--- src/rtl/dual_core_mem_arbiter.sv ---
// Round-robin arbiter sharing one RAM and the GPIO block between two cores.
// One registered bus transaction at a time: IDLE -> ISSUE (strobe) -> COMPLETE (data/ack).
module dual_core_mem_arbiter #(
    parameter int ADDR_W       = 16,
    parameter int DATA_W       = 8,
    parameter int GPIO_SEL_BIT = 9
) (
    input  logic              clk,
    input  logic              reset,
    input  logic              memread0,
    input  logic              memwrite0,
    input  logic [ADDR_W-1:0] addr0,
    input  logic [DATA_W-1:0] writedata0,
    output logic [DATA_W-1:0] memdata0,
    output logic              stall0,
    input  logic              memread1,
    input  logic              memwrite1,
    input  logic [ADDR_W-1:0] addr1,
    input  logic [DATA_W-1:0] writedata1,
    output logic [DATA_W-1:0] memdata1,
    output logic              stall1,
    output logic [ADDR_W-1:0] addr,
    output logic [DATA_W-1:0] writedata,
    output logic              memread_ram,
    output logic              memwrite_ram,
    output logic              memread_gpio,
    output logic              memwrite_gpio,
    input  logic [DATA_W-1:0] memdata_ram,
    input  logic [DATA_W-1:0] memdata_gpio,
    output logic              gnt_id,
    output logic              busy
);

    typedef enum logic [1:0] {
        S_IDLE     = 2'd0,
        S_ISSUE    = 2'd1,
        S_COMPLETE = 2'd2
    } state_t;

    state_t              state_q, state_d;
    logic [ADDR_W-1:0]   addr_q, addr_d;
    logic [DATA_W-1:0]   wdata_q, wdata_d;
    logic                wr_q, wr_d;
    logic                gnt_q, gnt_d;
    logic                last_gnt_q, last_gnt_d;
    logic [DATA_W-1:0]   rdata0_q, rdata0_d;
    logic [DATA_W-1:0]   rdata1_q, rdata1_d;
    // {wr_gpio, rd_gpio, wr_ram, rd_ram}
    logic [3:0]          strb_q, strb_d;

    logic                req0_s, req1_s;
    logic                capture_s, cap_id_s;
    logic [ADDR_W-1:0]   cap_addr_s;
    logic [DATA_W-1:0]   cap_wdata_s;
    logic                cap_wr_s;
    logic                cap_gpio_s;
    logic [DATA_W-1:0]   sel_data_s;
    logic                done0_s, done1_s;

    // Arbitration, next-state and capture logic.
    always_comb begin
        req0_s     = memread0 | memwrite0;
        req1_s     = memread1 | memwrite1;
        sel_data_s = addr_q[GPIO_SEL_BIT] ? memdata_gpio : memdata_ram;

        state_d    = state_q;
        addr_d     = addr_q;
        wdata_d    = wdata_q;
        wr_d       = wr_q;
        gnt_d      = gnt_q;
        last_gnt_d = last_gnt_q;
        rdata0_d   = rdata0_q;
        rdata1_d   = rdata1_q;
        capture_s  = 1'b0;
        cap_id_s   = 1'b0;

        case (state_q)
            S_IDLE: begin
                if (req0_s | req1_s) begin
                    capture_s = 1'b1;
                    if (req0_s & req1_s) begin
                        cap_id_s = ~last_gnt_q;
                    end else begin
                        cap_id_s = req1_s;
                    end
                    state_d = S_ISSUE;
                end else begin
                    state_d = S_IDLE;
                end
            end
            S_ISSUE: begin
                state_d = S_COMPLETE;
            end
            S_COMPLETE: begin
                if (!wr_q) begin
                    if (gnt_q) begin
                        rdata1_d = sel_data_s;
                    end else begin
                        rdata0_d = sel_data_s;
                    end
                end else begin
                    rdata0_d = rdata0_q;
                end
                // Only the other core may be captured here; the finishing core re-arbitrates from IDLE.
                if (gnt_q ? req0_s : req1_s) begin
                    capture_s = 1'b1;
                    cap_id_s  = ~gnt_q;
                    state_d   = S_ISSUE;
                end else begin
                    state_d = S_IDLE;
                end
            end
            default: begin
                state_d = S_IDLE;
            end
        endcase

        cap_addr_s  = cap_id_s ? addr1 : addr0;
        cap_wdata_s = cap_id_s ? writedata1 : writedata0;
        cap_wr_s    = cap_id_s ? memwrite1 : memwrite0;
        cap_gpio_s  = cap_addr_s[GPIO_SEL_BIT];

        if (capture_s) begin
            addr_d     = cap_addr_s;
            wdata_d    = cap_wdata_s;
            wr_d       = cap_wr_s;
            gnt_d      = cap_id_s;
            last_gnt_d = cap_id_s;
            strb_d     = {cap_gpio_s & cap_wr_s, cap_gpio_s & ~cap_wr_s,
                          ~cap_gpio_s & cap_wr_s, ~cap_gpio_s & ~cap_wr_s};
        end else begin
            strb_d     = 4'b0000;
        end
    end

    // Core-facing stall and read-data steering.
    always_comb begin
        done0_s  = (state_q == S_COMPLETE) & ~gnt_q;
        done1_s  = (state_q == S_COMPLETE) & gnt_q;
        stall0   = req0_s & ~done0_s;
        stall1   = req1_s & ~done1_s;
        memdata0 = (done0_s & ~wr_q) ? sel_data_s : rdata0_q;
        memdata1 = (done1_s & ~wr_q) ? sel_data_s : rdata1_q;
    end

    // All arbiter state; reset aborts any in-flight transaction.
    always_ff @(posedge clk or negedge reset) begin
        if (!reset) begin
            state_q    <= S_IDLE;
            addr_q     <= {ADDR_W{1'b0}};
            wdata_q    <= {DATA_W{1'b0}};
            wr_q       <= 1'b0;
            gnt_q      <= 1'b0;
            last_gnt_q <= 1'b1;
            rdata0_q   <= {DATA_W{1'b0}};
            rdata1_q   <= {DATA_W{1'b0}};
            strb_q     <= 4'b0000;
        end else begin
            state_q    <= state_d;
            addr_q     <= addr_d;
            wdata_q    <= wdata_d;
            wr_q       <= wr_d;
            gnt_q      <= gnt_d;
            last_gnt_q <= last_gnt_d;
            rdata0_q   <= rdata0_d;
            rdata1_q   <= rdata1_d;
            strb_q     <= strb_d;
        end
    end

    assign addr          = addr_q;
    assign writedata     = wdata_q;
    assign memread_ram   = strb_q[0];
    assign memwrite_ram  = strb_q[1];
    assign memread_gpio  = strb_q[2];
    assign memwrite_gpio = strb_q[3];
    assign gnt_id        = gnt_q;
    assign busy          = (state_q != S_IDLE);

endmodule

--- config.mk ---
export PLATFORM = sky130hd
export DESIGN_NAME = dual_core_mem_arbiter
export DESIGN_NICKNAME = d
export VERILOG_FILES = /design/src/rtl/dual_core_mem_arbiter.sv
export SDC_FILE = /design/constraint.sdc
export NUM_CORES = 1
export LEC_CHECK = 0
export CAP_MARGIN = 20
export CELL_PAD_IN_SITES_DETAIL_PLACEMENT = 1
export CELL_PAD_IN_SITES_GLOBAL_PLACEMENT = 1
export CORE_ASPECT_RATIO = 0.7
export CORE_UTILIZATION = 29
export CTS_CLUSTER_SIZE = 8
export DETAILED_ROUTE_END_ITERATION = 6
export GPL_ROUTABILITY_DRIVEN = 0
export PLACE_DENSITY = 0.87
export SYNTH_ARGS = -nofsm -noshare
export SYNTH_HDL_FRONTEND = slang
export SYNTH_SLANG_ARGS = --single-unit
--- constraint.sdc ---
create_clock -name clk -period 1.85 [get_ports clk]
set_input_delay 0.185 -clock clk [delete_from_list [all_inputs] [get_ports clk]]
set_output_delay 0.185 -clock clk [all_outputs]
set_load 0.05 [all_outputs]
After elaboration in Yosys (flattened, before gate mapping) --
Index checks and enable logic that the tools add are counted.
Operators by class: equal/unequal tests 2, multiplexer cells 18, bitwise logic cells 21, reductions and logical operators 4
Operator list (count):
- $mux W8 | 4
- $mux W16 | 1
- $and A1 B1 Y1 | 11
- $mux W1 | 9
- $not A1 Y1 | 7
- $pmux W2 S3 | 1
- $reduce_and A3 Y1 | 2
- $mux W4 | 1
- $pmux W1 S2 | 2
- $or A1 B1 Y1 | 3
- $eq A2 B1 Y1 const B | 1
- $eq A2 B2 Y1 const B | 1
- $logic_not A2 Y1 | 1
- $reduce_bool A2 Y1 | 1
Storage, ports and cells: bits in registers 49, output and inout port bits 48, word-level logic and storage cells 54

Longest topological paths before layout --
Gate-level depths: netlist of run 1.
depth in word-level cells 9, depth in mapped cells 8, gate-level depth less buffers 5

Worst setup path before layout of run 1 --
No wires, ideal clock.
path type register -> register, from reg gnt_q, in the netlist gnt_id, to reg rdata1_q[5], library setup time 0.214 ns, arrival time 2.301 ns, required time 1.636 ns, path slack -0.665 ns, cell stages (with the launch flop) 6, path buffers 1, period minus slack after synthesis 2.515 ns, cells stage by stage dfrtp_1 -> inv_2 -> nor4b_4 -> buf_4 -> nor2_1 -> a21oi_1
On the way: word-level cells in the longest chain between the ends 1
RTL lines:
- start, declared | line 44 | logic gnt_q, gnt_d;
- start signal, assigned | line 163 | gnt_q <= gnt_d;
- $reduce_and A3 Y1 (no source line)
- end signal, assigned | line 156 | rdata1_q <= {DATA_W{1'b0}};
- end signal, assigned | line 166 | rdata1_q <= rdata1_d;
- end, declared | line 47 | logic [DATA_W-1:0] rdata1_q, rdata1_d;
Every way passes these cells. A chain may end at the register's enable or synchronous reset.

Worst setup path in the final report of run 1 --
from reg wr_q, to out memdata1[4]
On the way: word-level cells in the longest chain between the ends 3
RTL lines:
- start, declared | line 43 | logic wr_q, wr_d;
- start signal, assigned | line 162 | wr_q <= wr_d;
- $not A1 Y1 (no source line)
- $and A1 B1 Y1 | line 143 | memdata1 = (done1_s & ~wr_q) ? sel_data_s : rdata1_q;
- $mux W8 | line 143
- end, declared | line 20 | output logic [DATA_W-1:0] memdata1,
Every way passes these cells.

==> metrics.md, run 1 <==
| Metric | Value |
|---|---|
| Status | complete, but fails checks |
| Failing checks | DRC, setup timing |
| Min setup slack post-route | -0.140 ns |
| Pwr dens | between 2000 and 2500 nW/um^2 |
| Cell repeated most along the worst path | buf_12 |
| Reg clk slew, reported paths | 0.06 ns |
| Grt ovf | 0 |
| Layout cell share with drive strength beyond 1 | a little under two fifths |
| Post-synthesis mux area share | about 3.4% |
| Cells after DPL | 456 |
| Final Util | roughly three fifths |
| Dpl hpwl | roughly 5.8 mm |
| Gate count after technology mapping | between 200 and 250 |
| Final Hold Fails | 0 |
| Setup TNS | -1.33 ns |
| First-pass GRT wire length | between 10 and 15 mm |
| Vias in the first global route | 2488 |
| P_int | 5.04 mW |
| Largest buffer count on any clock path | 2 |
| Die footprint | ~8500 sq um |
| Min Clock Period, post-route | 1.99 ns |
| Switching power | ~4.6 mW |
| # IOs | approximately 120 |
| Reg power frac | 20.8% |
| Placeable Area | between 7000 and 8000 sq um |
| Chip height | approximately 78 um |
| Worst-case reg-to-reg path depth | 7 |
| Delay of the slowest critical-path stage | between 0.4 and 0.5 ns |
| Worst Tran Pin Value | 0.562 ns |
| Crit path max-delay family | buffers and inverters |
| Library cells used by synthesis | 33 |
| Area grow syn2layout | 94.7% |
| Post-Syn Area | roughly 2400 sq um |
| Clk_lat worst skew | about 0.29 ns |
| # DRC | 3 |
| Clock Skew | 0.00575 ns |
| Final Max Slew Viols | 0 |
| Max-slew headroom | between 60% and 70% |
| Max stage delay cell, worst path | dfrtp_2 |
| Worst ir drop on vdd | ~0.95 mV |
| Die width | between 100 and 150 um |
| Seq/Total Area, Yosys | approximately half |
| Xor-xnor portion of the synthesized cell area | 0% |
| Post-DRT Antenna Nets | 0 |
| Share of the synthesized area in the top cell type | about half |
| Worst path cell trace | nor4b_4 -> buf_12 -> buf_4 -> nor2_2 -> a21oi_2 -> buf_12 |
| Largest family of logic cells by synthesized area | compound AO/OA/AOI/OAI gates |
| Worst setup EP type | output pin |
| Max-Cap Viols | 0 |
| Leak Pwr | 1.92 nW |
| CP Launch Type | flop |
| CP max FO | 6 |
| F_max | approximately 500 MHz |
| Synth Area in Compound Gates | approximately 22% |
| Starting density of the core | 30.0% |
| Flops & latches, synth | just under 50 |
| Via/cell ratio | just under 5 |
| Hold WC Path Type | in2async |
| Synth Area per Inst | ~9.8 sq um |
| GRT Total Usage | just under 20% |
| CTS Buf Count | 5 |
| R2r setup slk | about 0.04 ns |
| Largest net degree at the start of global routing | 31 |
| Worst r2r src | gnt_id |
| Sink Count | 49 |
| Drt total wl | between 9 and 10 mm |
| Dominant cells by area after synthesis | dfrtp_1 51%, a21oi_2 9.6%, a21oi_1 8.7% |
| Reg2reg end | writedata[1] |
| CTS tree | done |
| Final-stage net count | ~470 |
| Worst Setup Path Type | reg2out |
| Via count | ~2.4k |
| CTS HTree Levels | 2 |
| Combinational share of power | between 60% and 70% |
| Input/output buffers | 117 |
| Final worst path period share | 108% |
| # setup viols final | 16 |
| WP depth | 6 |
| Final Cell Area | roughly 4600 sq um |
| Commonest non-fill, non-tap cell in the layout | clkdlybuf4s50_1 |
| Critical path arrival | around 1.8 ns |
| Most frequent cells in the layout | 95 x clkdlybuf4s50_1, 43 x dfrtp_1, 34 x a21oi_2, 34 x buf_4, 31 x nor2_1 |
| Synth Area in Adders | 0% |
| Pre-CTS setup slack | -0.0418 ns |
| Drt first pass iters | 6 |
| WP buf/inv | 3 |
| Wirelength per Cell | ~18 um |
| N_diodes | 0 |
| Antenna violations before repair | 0 |
| Cell Count, Final, Fillers Out | roughly 500 |
| Clk pwr share | a little over a tenth |
| Sw Share | between 40 and 50% |
| Yosys top cell by area | dfrtp_1 |
| Synth Area in Simple Gates | between 10% and 20% |
| Initial DRC count | between 80 and 90 |
| Syn. warnings | 0 |
| Root Driver | clkbuf_16 |
| FP Rows | 27 |
| Syn_nets | 311 |
| Placed cell area | approximately 4000 sq um |
| RSZ-0062 raised after global routing | yes |
| Worst EP required | 1.66 ns |
final cells by class:
| class | count | area, sq um |
|---|---|---|
| clock buffers | 5 | 125 |
| clock inverters | 2 | 35.0 |
| fillers | 857 | 3290 |
| inverters | 3 | 13.8 |
| multi-input cells | 172 | 1200 |
| flip-flops and latches | 49 | 1230 |
| well taps | 101 | 126 |
| repair buffers | 166 | 1880 |
how the worst max path moves through the flow:
| stage | slack (ns) | start | to |
|---|---|---|---|
| 6_report | -0.14 | wr_q | memdata1[4] |
| 5_1_grt | -0.20 | gnt_id | memdata1[4] |
| 4_1_cts | -0.03 | state_q[0] | memdata0[4] |
| 3_5_place_dp | -0.04 | memwrite1 | writedata[1] |
| 3_3_place_gp | 0.09 | memwrite1 | writedata[2] |
| 2_1_floorplan | 0.01 | gnt_id | memdata0[5] |
flip-flops by register name, summed over array words and instances, names as in the netlist:
register,cells
writedata,8
state_q,2
rdata0_q,8
strb_q,4
wr_q,1
last_gnt_q,1
rdata1_q,8
addr,16
gnt_id,1
per-layer routing:
metal / vias up / GRT usage (%) / wire length, um
met5: - / 0 / 0
met4: 0 / 5.60 / 250
met3: 17 / 3.87 / 440
met2: 74 / 34.0 / 4760
met1: 1189 / 23.5 / 3620
li1: 1130 / - / -
synth_stat cells, drive strengths merged:
library cell / n
a211o: 1
a21oi: 67
a2bb2oi: 1
a31oi: 3
buf: 15
clkbuf: 2
dfrtp: 48
dfstp: 1
inv: 3
mux2i: 8
nand2: 27
nand2b: 1
nand3: 2
nand3b: 4
nand4: 1
nor2: 44
nor2b: 1
nor3: 2
nor4b: 3
o211a: 1
o211ai: 1
o21a: 1
o21ai: 1
o2bb2ai: 1
o31ai: 1
or2: 1
power groups by stage:
stage | Combinational [mW] | Sequential (mW) | Clock (mW)
final | 6.64 | 2.01 | 1.00
after global routing | 6.99 | 2.06 | 1.07
after CTS | 6.15 | 1.98 | 1.02
after detailed placement | 6.00 | 1.98 | 0
after global placement | 5.84 | 1.95 | 0
after floorplan | 2.72 | 2.91 | 0
timing repair:
action	CTS	global route
hold buffers	1	0
setup buffers	12	21
resized for setup	8	33
endpoints found under the hold margin	18	0
pin swaps	1	3
gates cloned	0	1
endpoints found under the setup margin	16	17
through the flow:
stage	power (mW)	hold WS, ns
after global placement	7.79	0.174
after floorplan	5.63	-0.111
final	9.65	0.433
after detailed placement	7.98	0.176
after global routing	10.1	0.449
after CTS	9.14	0.408
logic make-up (layout without fill, tap and decap cells):
group / after synthesis / count (layout)
AOI/OAI and AO/OA: 78 / 78
buffers and inverters: 20 / 176
DFF: 49 / 49
muxes: 8 / 8
and+or+nand+nor: 86 / 86
(Power assumes the default switching activity.)
==> run 2, diff against run 1 <==
Settings changed: CAP_MARGIN 20 to 15.
==> results of run 2 <==
The final DEF is identical to that of run 1; final timing and power are the same.
